**src/rtl/alu_kontrol_id_ex.sv**
```systemverilog
// ID/EX producer for the RV32I ALU: decodes instr into ALU_CNTR/s1/s2 and registers them in one stage.
// Latency 1 cycle accept->out_valid; in_ready = !out_valid || out_ready, outputs hold while stalled, flush wins.
// Optional: ALU_ID_EX_BYPASS_EN adds wb_en/wb_rd/wb_data forwarding onto the rs1/rs2 operand sources.
module alu_kontrol_id_ex #(
  parameter int DATA_WIDTH = 32,
  parameter int ALU_CNTR_W = 4
) (
  input  logic                  clk,
  input  logic                  rst,
  input  logic                  in_valid,
  output logic                  in_ready,
  input  logic [31:0]           instr,
  input  logic [DATA_WIDTH-1:0] pc,
  input  logic [DATA_WIDTH-1:0] rs1_data,
  input  logic [DATA_WIDTH-1:0] rs2_data,
`ifdef ALU_ID_EX_BYPASS_EN
  input  logic                  wb_en,
  input  logic [4:0]            wb_rd,
  input  logic [DATA_WIDTH-1:0] wb_data,
`endif
  input  logic                  flush,
  output logic                  out_valid,
  input  logic                  out_ready,
  output logic [DATA_WIDTH-1:0] s1,
  output logic [DATA_WIDTH-1:0] s2,
  output logic [ALU_CNTR_W-1:0] ALU_CNTR,
  output logic [4:0]            out_rd,
  output logic [DATA_WIDTH-1:0] out_pc,
  output logic                  out_illegal
);

  typedef enum logic [3:0] {
    ALU_ADD  = 4'b0000, ALU_SUB  = 4'b0001, ALU_OR   = 4'b0010, ALU_AND  = 4'b0011,
    ALU_XOR  = 4'b0100, ALU_SLL  = 4'b0101, ALU_SRL  = 4'b0110, ALU_SRA  = 4'b0111,
    ALU_SLT  = 4'b1000, ALU_SLTU = 4'b1001, ALU_EQ   = 4'b1010, ALU_GE   = 4'b1011,
    ALU_LT   = 4'b1100, ALU_NE   = 4'b1101, ALU_LTU  = 4'b1110, ALU_GEU  = 4'b1111
  } alu_op_t;

  localparam logic [6:0] OPC_OP     = 7'b0110011;
  localparam logic [6:0] OPC_OP_IMM = 7'b0010011;
  localparam logic [6:0] OPC_BRANCH = 7'b1100011;
  localparam logic [6:0] OPC_LOAD   = 7'b0000011;
  localparam logic [6:0] OPC_JALR   = 7'b1100111;
  localparam logic [6:0] OPC_STORE  = 7'b0100011;
  localparam logic [6:0] OPC_LUI    = 7'b0110111;
  localparam logic [6:0] OPC_AUIPC  = 7'b0010111;
  localparam logic [6:0] OPC_JAL    = 7'b1101111;

  typedef struct packed {
    logic [DATA_WIDTH-1:0] s1;
    logic [DATA_WIDTH-1:0] s2;
    logic [DATA_WIDTH-1:0] pc;
    alu_op_t               op;
    logic [4:0]            rd;
    logic                  illegal;
  } stage_t;

  // Shared f3 map of OP and OP-IMM; only OP may turn ADD into SUB.
  function automatic alu_op_t arith_op(input logic [2:0] f3, input logic f7b5, input logic allow_sub);
    alu_op_t r;
    case (f3)
      3'b000:  r = (allow_sub && f7b5) ? ALU_SUB : ALU_ADD;
      3'b001:  r = ALU_SLL;
      3'b010:  r = ALU_SLT;
      3'b011:  r = ALU_SLTU;
      3'b100:  r = ALU_XOR;
      3'b101:  r = f7b5 ? ALU_SRA : ALU_SRL;
      3'b110:  r = ALU_OR;
      default: r = ALU_AND;
    endcase
    return r;
  endfunction

  logic [6:0]            opcode;
  logic [2:0]            f3;
  logic                  f7b5;
  logic signed [11:0]    imm_i12;
  logic signed [11:0]    imm_s12;
  logic signed [31:0]    imm_u32;
  logic [DATA_WIDTH-1:0] imm_i;
  logic [DATA_WIDTH-1:0] imm_s;
  logic [DATA_WIDTH-1:0] imm_u;
  logic [DATA_WIDTH-1:0] src1;
  logic [DATA_WIDTH-1:0] src2;
  stage_t                dec;
  stage_t                q;
  logic                  out_valid_q;
  logic                  load;

  assign opcode  = instr[6:0];
  assign f3      = instr[14:12];
  assign f7b5    = instr[30];
  assign imm_i12 = instr[31:20];
  assign imm_s12 = {instr[31:25], instr[11:7]};
  assign imm_u32 = {instr[31:12], 12'h000};
  assign imm_i   = DATA_WIDTH'(imm_i12);
  assign imm_s   = DATA_WIDTH'(imm_s12);
  assign imm_u   = DATA_WIDTH'(imm_u32);

`ifdef ALU_ID_EX_BYPASS_EN
  // A writeback landing this cycle is newer than the register file read.
  assign src1 = (wb_en && (wb_rd != 5'd0) && (wb_rd == instr[19:15])) ? wb_data : rs1_data;
  assign src2 = (wb_en && (wb_rd != 5'd0) && (wb_rd == instr[24:20])) ? wb_data : rs2_data;
`else
  assign src1 = rs1_data;
  assign src2 = rs2_data;
`endif

  always_comb begin
    dec         = '0;
    dec.op      = ALU_ADD;
    dec.rd      = instr[11:7];
    dec.pc      = pc;
    dec.illegal = 1'b0;
    case (opcode)
      OPC_OP: begin
        dec.op = arith_op(f3, f7b5, 1'b1);
        dec.s1 = src1;
        dec.s2 = src2;
      end
      OPC_OP_IMM: begin
        dec.op = arith_op(f3, f7b5, 1'b0);
        dec.s1 = src1;
        dec.s2 = imm_i;
      end
      OPC_BRANCH: begin
        dec.rd = 5'd0;
        dec.s1 = src1;
        dec.s2 = src2;
        case (f3)
          3'b000:  dec.op = ALU_EQ;
          3'b001:  dec.op = ALU_NE;
          3'b100:  dec.op = ALU_LT;
          3'b101:  dec.op = ALU_GE;
          3'b110:  dec.op = ALU_LTU;
          3'b111:  dec.op = ALU_GEU;
          default: begin
            // Undefined branch condition is treated like any undecodable instruction.
            dec.illegal = 1'b1;
            dec.op      = ALU_ADD;
            dec.s1      = '0;
            dec.s2      = '0;
          end
        endcase
      end
      OPC_LOAD, OPC_JALR: begin
        dec.s1 = src1;
        dec.s2 = imm_i;
      end
      OPC_STORE: begin
        dec.rd = 5'd0;
        dec.s1 = src1;
        dec.s2 = imm_s;
      end
      OPC_LUI: begin
        dec.s1 = '0;
        dec.s2 = imm_u;
      end
      OPC_AUIPC: begin
        dec.s1 = pc;
        dec.s2 = imm_u;
      end
      OPC_JAL: begin
        dec.s1 = pc;
        dec.s2 = DATA_WIDTH'(4);
      end
      default: begin
        dec.illegal = 1'b1;
        dec.rd      = 5'd0;
      end
    endcase
  end

  assign in_ready = !out_valid_q || out_ready;
  assign load     = in_valid && in_ready && !flush;

  always_ff @(posedge clk or posedge rst) begin
    if (rst) begin
      out_valid_q <= 1'b0;
      q           <= '0;
    end else if (flush) begin
      out_valid_q <= 1'b0;
    end else if (load) begin
      out_valid_q <= 1'b1;
      q           <= dec;
    end else if (out_ready) begin
      out_valid_q <= 1'b0;
    end
  end

  assign out_valid   = out_valid_q;
  assign s1          = q.s1;
  assign s2          = q.s2;
  assign ALU_CNTR    = ALU_CNTR_W'(q.op);
  assign out_rd      = q.rd;
  assign out_pc      = q.pc;
  assign out_illegal = q.illegal;

endmodule

```
**config.mk**
```make
export PLATFORM = sky130hd
export DESIGN_NAME = alu_kontrol_id_ex
export DESIGN_NICKNAME = d
export VERILOG_FILES = /design/src/rtl/alu_kontrol_id_ex.sv
export SDC_FILE = /design/constraint.sdc
export NUM_CORES = 1
export LEC_CHECK = 0
export CORE_ASPECT_RATIO = 0.7
export CORE_MARGIN = 3
export CORE_UTILIZATION = 42
export DETAILED_ROUTE_END_ITERATION = 7
export PLACE_DENSITY = 0.92
export SLEW_MARGIN = 20
export SYNTH_ARGS = -nofsm -noshare
export SYNTH_HDL_FRONTEND = slang
export SYNTH_SLANG_ARGS = --single-unit
```
**constraint.sdc**
```tcl
create_clock -name clk -period 3.6 [get_ports clk]
set_input_delay 0.36 -clock clk [delete_from_list [all_inputs] [get_ports clk]]
set_output_delay 0.36 -clock clk [all_outputs]
set_load 0.03 [all_outputs]
```
==> flow_summary_export.csv, run 1 <==
group,metric,value,unit
sta,hold_viol,0,
sta,fin_skew,6.27,ps
run_status,status,"completed",
setup_path,path_class,"primary input to flip-flop",
drt,drc,0,
sta,rsz0062_at_grt,"no",
setup_path,critPathBufInv,1,
clock_tree,numClockSinks,107,
floorplanning,die_x,141,um
cells_and_area,instances_no_fill,950,
sta,tns,0,ps
global_routing,grt_pass1_vias,5142,
setup_path,path_cells,"clkdlybuf4s50_1 > nand2b_1 > o21ai_4 > a32oi_1 > a32oi_1",
floorplanning,pin_count,241,
logic_synthesis,ys_types,50,
drt,totalWireLength,17.6,mm
global_routing,grt-ovfl-total,0,
logic_synthesis,yosysWarnings,0,
clock_tree,clk_pin_slew_worst_paths,80,ps
place,dp_cells,934,
hold_path,hold_depth,2,
hold_path,min-delay-start,"out_pc[18]$_DFFE_PP0P_",
drt,initialDrtViolationCount,345,
clock_tree,root_buffer,"clkbuf_16",
global_routing,grt_pass1_wl,27.5,mm
place,hpwl,13.2,mm
setup_path,worstSetupEndpointType,"flip-flop",
drt,drtPass1Iterations,5,
sta,clock.fmax,0.411,GHz
clock_tree,cts_buffers,9,
setup_path,cp_num_cells,5,
floorplanning,core_area,12100,um2
logic_synthesis,ys_async_sr_fraction,1.00,
cells_and_area,diodes,0,
global_routing,grt_max_degree,60,
cells_and_area,fin_nets,921,
drt,wire_per_inst,18.6,um
cells_and_area,drive_above_1_share,0.0845,
pwr,peakVddDrop,0.000270,V
flow_run,cap_violations,0,
setup_path,r2r-start,"out_valid$_DFFE_PP0P_",
drt,detail-route-antenna-nets,0,
logic_synthesis,ys_top_cells_by_area,"dfrtp_1 (50%), o221ai_2 (8.4%), nand2_1 (7.2%)",
sta,finalSetupViolations,0,
drt,vias,5072,
setup_path,crit_family,"compound AO/OA/AOI/OAI gates",
clock_tree,postCtsSetupRepairBufs,0,
setup_path,reg2regPathDepth,4,
clock_tree,htreeDepth,3,
floorplanning,start_util,0.444,
logic_synthesis,synthFlopType,"dfrtp_1",
logic_synthesis,ys_ff_latch,107,
logic_synthesis,avgSynthCellArea,9.45,um2
setup_path,slowest_delay,870,ps
hold_path,min_path_type,"flip-flop to flip-flop",
setup_path,setup.worst_path.start_class,"primary input",
logic_synthesis,postSynthCellCount,566,
sta,worst_slew_pin_slew,976,ps
logic_synthesis,synth_edf_count,0,
setup_path,crit_top_cell,"a32oi_1",
setup_path,worstSetupStartpoint,"instr[6]",
setup_path,crit_required,3840,ps
global_routing,track_usage,0.246,
global_routing,antenna_found_initial,0,
logic_synthesis,synth_nets,699,
pwr,cellLeakagePower,0.00354,uW
sta,final.period_utilization,0.676,
logic_synthesis,synth.most_common_cell,"dfrtp_1",
sta,final.min_clock_period,2430,ps
logic_synthesis,ys_top_cells_by_count,"dfrtp_1 (107), nand2_1 (103), inv_1 (90)",
setup_path,crit_slowest_cell,"clkdlybuf4s50_1",
setup_path,crit_arrival,2670,ps
cells_and_area,syn_to_final_growth,52.5,%
clock_tree,hold_buffers,0,
place,io_buffers,240,
logic_synthesis,netlist_area,5350,um2
logic_synthesis,yosys.area.top_type,"dfrtp_1",
floorplanning,dieArea,14200,um2
setup_path,cp_max_fo,28,
floorplanning,die_h,100,um
drt,vias_per_cell,5.34,
clock_tree,cts_tree,"yes",
sta,relSlewSlack,0.348,
clock_tree,clk_latency,340,ps
place,gp_congestion,0.899,
logic_synthesis,synth_top_area_frac,0.500,
sta,slew_violations,0,
pwr,powerDensity,356,nW/um2
floorplanning,placementRows,33,
clock_tree,clk_path_buf_depth,2,
clock_tree,cts-resized-gates,0,
logic_synthesis,synth-seq-area-share,0.500,
[final timing paths]
check                                         endpoint  slack, ps
worst min register to register  out_pc[18]$_DFFE_PP0P_        480
worst max-delay path                 s2[2]$_DFFE_PP0P_       1170
max in group asynchronous        out_pc[3]$_DFFE_PP0P_       2360
min in group asynchronous       out_pc[28]$_DFFE_PP0P_        500
worst min-delay path            out_pc[18]$_DFFE_PP0P_        480
worst max register to register       s2[2]$_DFFE_PP0P_       1450
[layer usage]
metal | track usage | share of wire | routed length [um]
met4 | 0.0551 | 0.015 | 260
met1 | 0.349 | 0.45 | 7950
met5 | 0 | 0 | 0
met3 | 0.0686 | 0.083 | 1460
met2 | 0.380 | 0.45 | 7960
[power breakdown]
part | switching (uW) | leakage [uW] | total, uW | internal, uW
logic | 343 | 0.00196 | 631 | 288
registers | 34.7 | 0.00144 | 1300 | 1260
clock network | 477 | 0.000142 | 977 | 500
[state kept, by name (all words and copies together), names as in the netlist]
name and flops:
out_pc 32, out_valid 1, out_rd 5, s2 32
s1 32, ALU_CNTR 4, out_illegal 1
[worst min-delay path, cell delays in order, from the launching register on]
cell	delay (ps)
dfrtp_1	350
nand2_1	40
o21ai_0	60
[final cells by class]
class | count | area [um2]
fillers | 961 | 3890
clock inverters | 5 | 46.3
well taps | 157 | 196
clock buffers | 11 | 243
flip-flops and latches | 107 | 2680
inverters | 91 | 344
repair buffers | 252 | 2530
multi-input cells | 327 | 2120
[per-stage QoR]
step	util	instance area [um2]	worst slack [ps]	hold WS [ps]	power, uW
floorplan	-	5350	423	426	1610
global placement	0.653	7870	979	462	1940
global route	0.677	8160	1000	501	3020
CTS	0.677	8160	1210	485	2920
detailed placement	0.653	7870	830	469	1950
finish	0.677	8160	1170	482	2900
[cell usage in the layout (no fill, tap or decap), types with 4 or more instances in the layout]
master           count
nand2_1            103
mux2i_1              4
clkdlybuf4s50_1    240
nor3_1              21
nor2b_1              4
dfrtp_1            107
o21ai_1             46
buf_4                9
nand2b_1             5
a32oi_1              9
a311oi_1            19
inv_1               89
a21oi_1              4
a22o_1               5
o221ai_2            30
nor2_1              11
clkbuf_16            9
clkinv_4             4
o32ai_1              4
a22oi_1              4
o21ai_0             22
[kinds of logic after synthesis]
| group | share of synthesized area |
|---|---|
| AOI/OAI and AO/OA | 0.248 |
| muxes | 0.00748 |
| buffers and inverters | 0.104 |
| DFF | 0.500 |
| and+or+nand+nor | 0.140 |
(Power assumes the default switching activity.)
==> run 2, diff against run 1 <==
--- a/config.mk
+++ b/config.mk
@@ -7,9 +7,9 @@
 export LEC_CHECK = 0
 export CORE_ASPECT_RATIO = 0.7
 export CORE_MARGIN = 3
-export CORE_UTILIZATION = 42
+export CORE_UTILIZATION = 38
 export DETAILED_ROUTE_END_ITERATION = 7
-export PLACE_DENSITY = 0.92
+export PLACE_DENSITY = 0.88
 export SLEW_MARGIN = 20
 export SYNTH_ARGS = -nofsm -noshare
 export SYNTH_HDL_FRONTEND = slang
==> constraint.sdc (replaced) <==
create_clock -name clk -period 2.11 [get_ports clk]
set_input_delay 0.211 -clock clk [delete_from_list [all_inputs] [get_ports clk]]
set_output_delay 0.211 -clock clk [all_outputs]
set_load 0.03 [all_outputs]
==> run 2 against run 1 <==
Compared with the run above: cell count grew 4.4%; non-clock buffer count rose by 14; global-route usage fell by 2.0 points; worst setup slack worse by 980 ps; critical path type is now flip-flop to primary output; critical endpoint is now in_ready; largest cell class is now buffers; largest power group unchanged; highest routed layer unchanged.
==> flow_summary_export.csv, run 2 (synthesis results as in run 1) <==
group,metric,value,unit
cells_and_area,syn_to_final_growth,56.7,%
floorplanning,placementRows,35,
sta,rsz0062_at_grt,"no",
global_routing,grt_max_degree,67,
setup_path,worstSetupEndpointType,"primary output",
global_routing,grt_pass1_wl,28.3,mm
drt,drc,0,
sta,final.min_clock_period,1920,ps
floorplanning,start_util,0.398,
clock_tree,clk_path_buf_depth,2,
floorplanning,core_area,13400,um2
global_routing,track_usage,0.226,
drt,vias_per_cell,5.21,
cells_and_area,diodes,0,
drt,totalWireLength,17.6,mm
drt,detail-route-antenna-nets,0,
drt,wire_per_inst,17.7,um
sta,hold_viol,0,
clock_tree,clk_latency,330,ps
global_routing,antenna_found_initial,0,
floorplanning,die_x,148,um
drt,initialDrtViolationCount,256,
pwr,peakVddDrop,0.000362,V
cells_and_area,instances_no_fill,992,
pwr,powerDensity,591,nW/um2
clock_tree,postCtsSetupRepairBufs,0,
drt,drtPass1Iterations,5,
sta,tns,0,ps
setup_path,crit_arrival,1710,ps
floorplanning,die_h,105,um
place,gp_congestion,0.876,
clock_tree,htreeDepth,3,
setup_path,setup.worst_path.start_class,"flip-flop",
setup_path,cp_max_fo,4,
setup_path,crit_required,1900,ps
setup_path,crit_slowest_cell,"clkdlybuf4s50_1",
clock_tree,cts_tree,"yes",
clock_tree,clk_pin_slew_worst_paths,80,ps
floorplanning,dieArea,15600,um2
setup_path,path_class,"flip-flop to primary output",
flow_run,cap_violations,0,
sta,worst_slew_pin_slew,743,ps
setup_path,path_cells,"and2b_1 > inv_2 > clkdlybuf4s50_1",
sta,finalSetupViolations,0,
clock_tree,root_buffer,"clkbuf_16",
sta,relSlewSlack,0.503,
floorplanning,pin_count,241,
cells_and_area,fin_nets,935,
sta,fin_skew,8.63,ps
global_routing,grt-ovfl-total,0,
global_routing,grt_pass1_vias,5240,
cells_and_area,final_common_cell,"clkdlybuf4s50_1",
hold_path,min_path_type,"primary input to asynchronous set/reset pin",
clock_tree,cts-resized-gates,0,
sta,final.period_utilization,0.911,
sta,slew_violations,0,
run_status,status,"completed",
cells_and_area,drive_above_1_share,0.102,
pwr,cellLeakagePower,0.00364,uW
clock_tree,hold_buffers,0,
cells_and_area,layout_common_cells,"clkdlybuf4s50_1 (240), dfrtp_1 (107), nand2_1 (103)",
place,hpwl,13.5,mm
drt,vias,5167,
clock_tree,cts_buffers,9,
setup_path,slowest_delay,680,ps
clock_tree,numClockSinks,107,
place,io_buffers,240,
sta,clock.fmax,0.520,GHz
place,dp_cells,976,
[run 2: changes by cell type in the layout (fill, tap and decap cells not counted), sizes merged]
cell and delta:
clkbuf -1, clkinv -2, buf +14, clkinvlp +1, inv +2
[run 2: power by group]
group | internal, uW | leakage [uW] | switching (uW) | total (uW)
clock | 860 | 0.000147 | 788 | 1650
sequential | 2150 | 0.00144 | 60.4 | 2210
combinational | 508 | 0.00206 | 585 | 1090
total | 3520 | 0.00364 | 1430 | 4950
[run 2: stage by stage]
stage / total power, uW / area (um2) / util / setup slack (ps) / hold WS (ps)
floorplan: 2740 / 5360 / - / 381 / 277
global placement: 3320 / 8090 / 0.602 / -24.7 / 461
detailed placement: 3350 / 8090 / 0.602 / -68.9 / 470
CTS: 5020 / 8380 / 0.624 / 175 / 332
global route: 5180 / 8380 / 0.624 / 95.6 / 347
finish: 4950 / 8380 / 0.624 / 189 / 318
[run 2: worst paths after layout]
check / startpoint / endpoint / slack [ps] / depth (start not counted)
setup / recovery: out_valid$_DFFE_PP0P_ / in_ready / 190 / 3
hold / removal: rst / s2[16]$_DFFE_PP0P_ / 320 / 3
setup reg to reg: out_valid$_DFFE_PP0P_ / s1[21]$_DFFE_PP0P_ / 310 / 5
hold reg to reg: out_pc[12]$_DFFE_PP0P_ / out_pc[12]$_DFFE_PP0P_ / 480 / 2
max in group asynchronous: rst / s1[9]$_DFFE_PP0P_ / 1500 / 3
min in group clk: rs1_data[19] / s1[19]$_DFFE_PP0P_ / 450 / 3
[run 2: final cells by class]
cell class | count | area (um2)
inverters | 91 | 345
flip-flops and latches | 107 | 2680
clock inverters | 6 | 56.3
multi-input cells | 327 | 2120
repair buffers | 266 | 2710
fillers | 1125 | 5060
clock buffers | 10 | 239
well taps | 185 | 231
[run 2: metal layers]
metal	vias up	wire length [um]	track usage
met5	-	0	0
met4	0	165	0.0376
met3	14	1730	0.0782
met2	242	8120	0.354
met1	2489	7570	0.311
li1	2422	-	-
[run 2: worst max-delay path: cells and delay by family, from the launching register on]
kind | cells | cell delay (ps)
buf+inv | 2 | 760
flops | 1 | 390
simple gates | 1 | 230
==> run 3, diff against run 2 <==
--- a/config.mk
+++ b/config.mk
@@ -14,3 +14,4 @@
 export SYNTH_ARGS = -nofsm -noshare
 export SYNTH_HDL_FRONTEND = slang
 export SYNTH_SLANG_ARGS = --single-unit
+export TNS_END_PERCENT = 1
==> results of run 3 <==
Same layout as run 2: the final DEF is identical, and so are final timing and power.
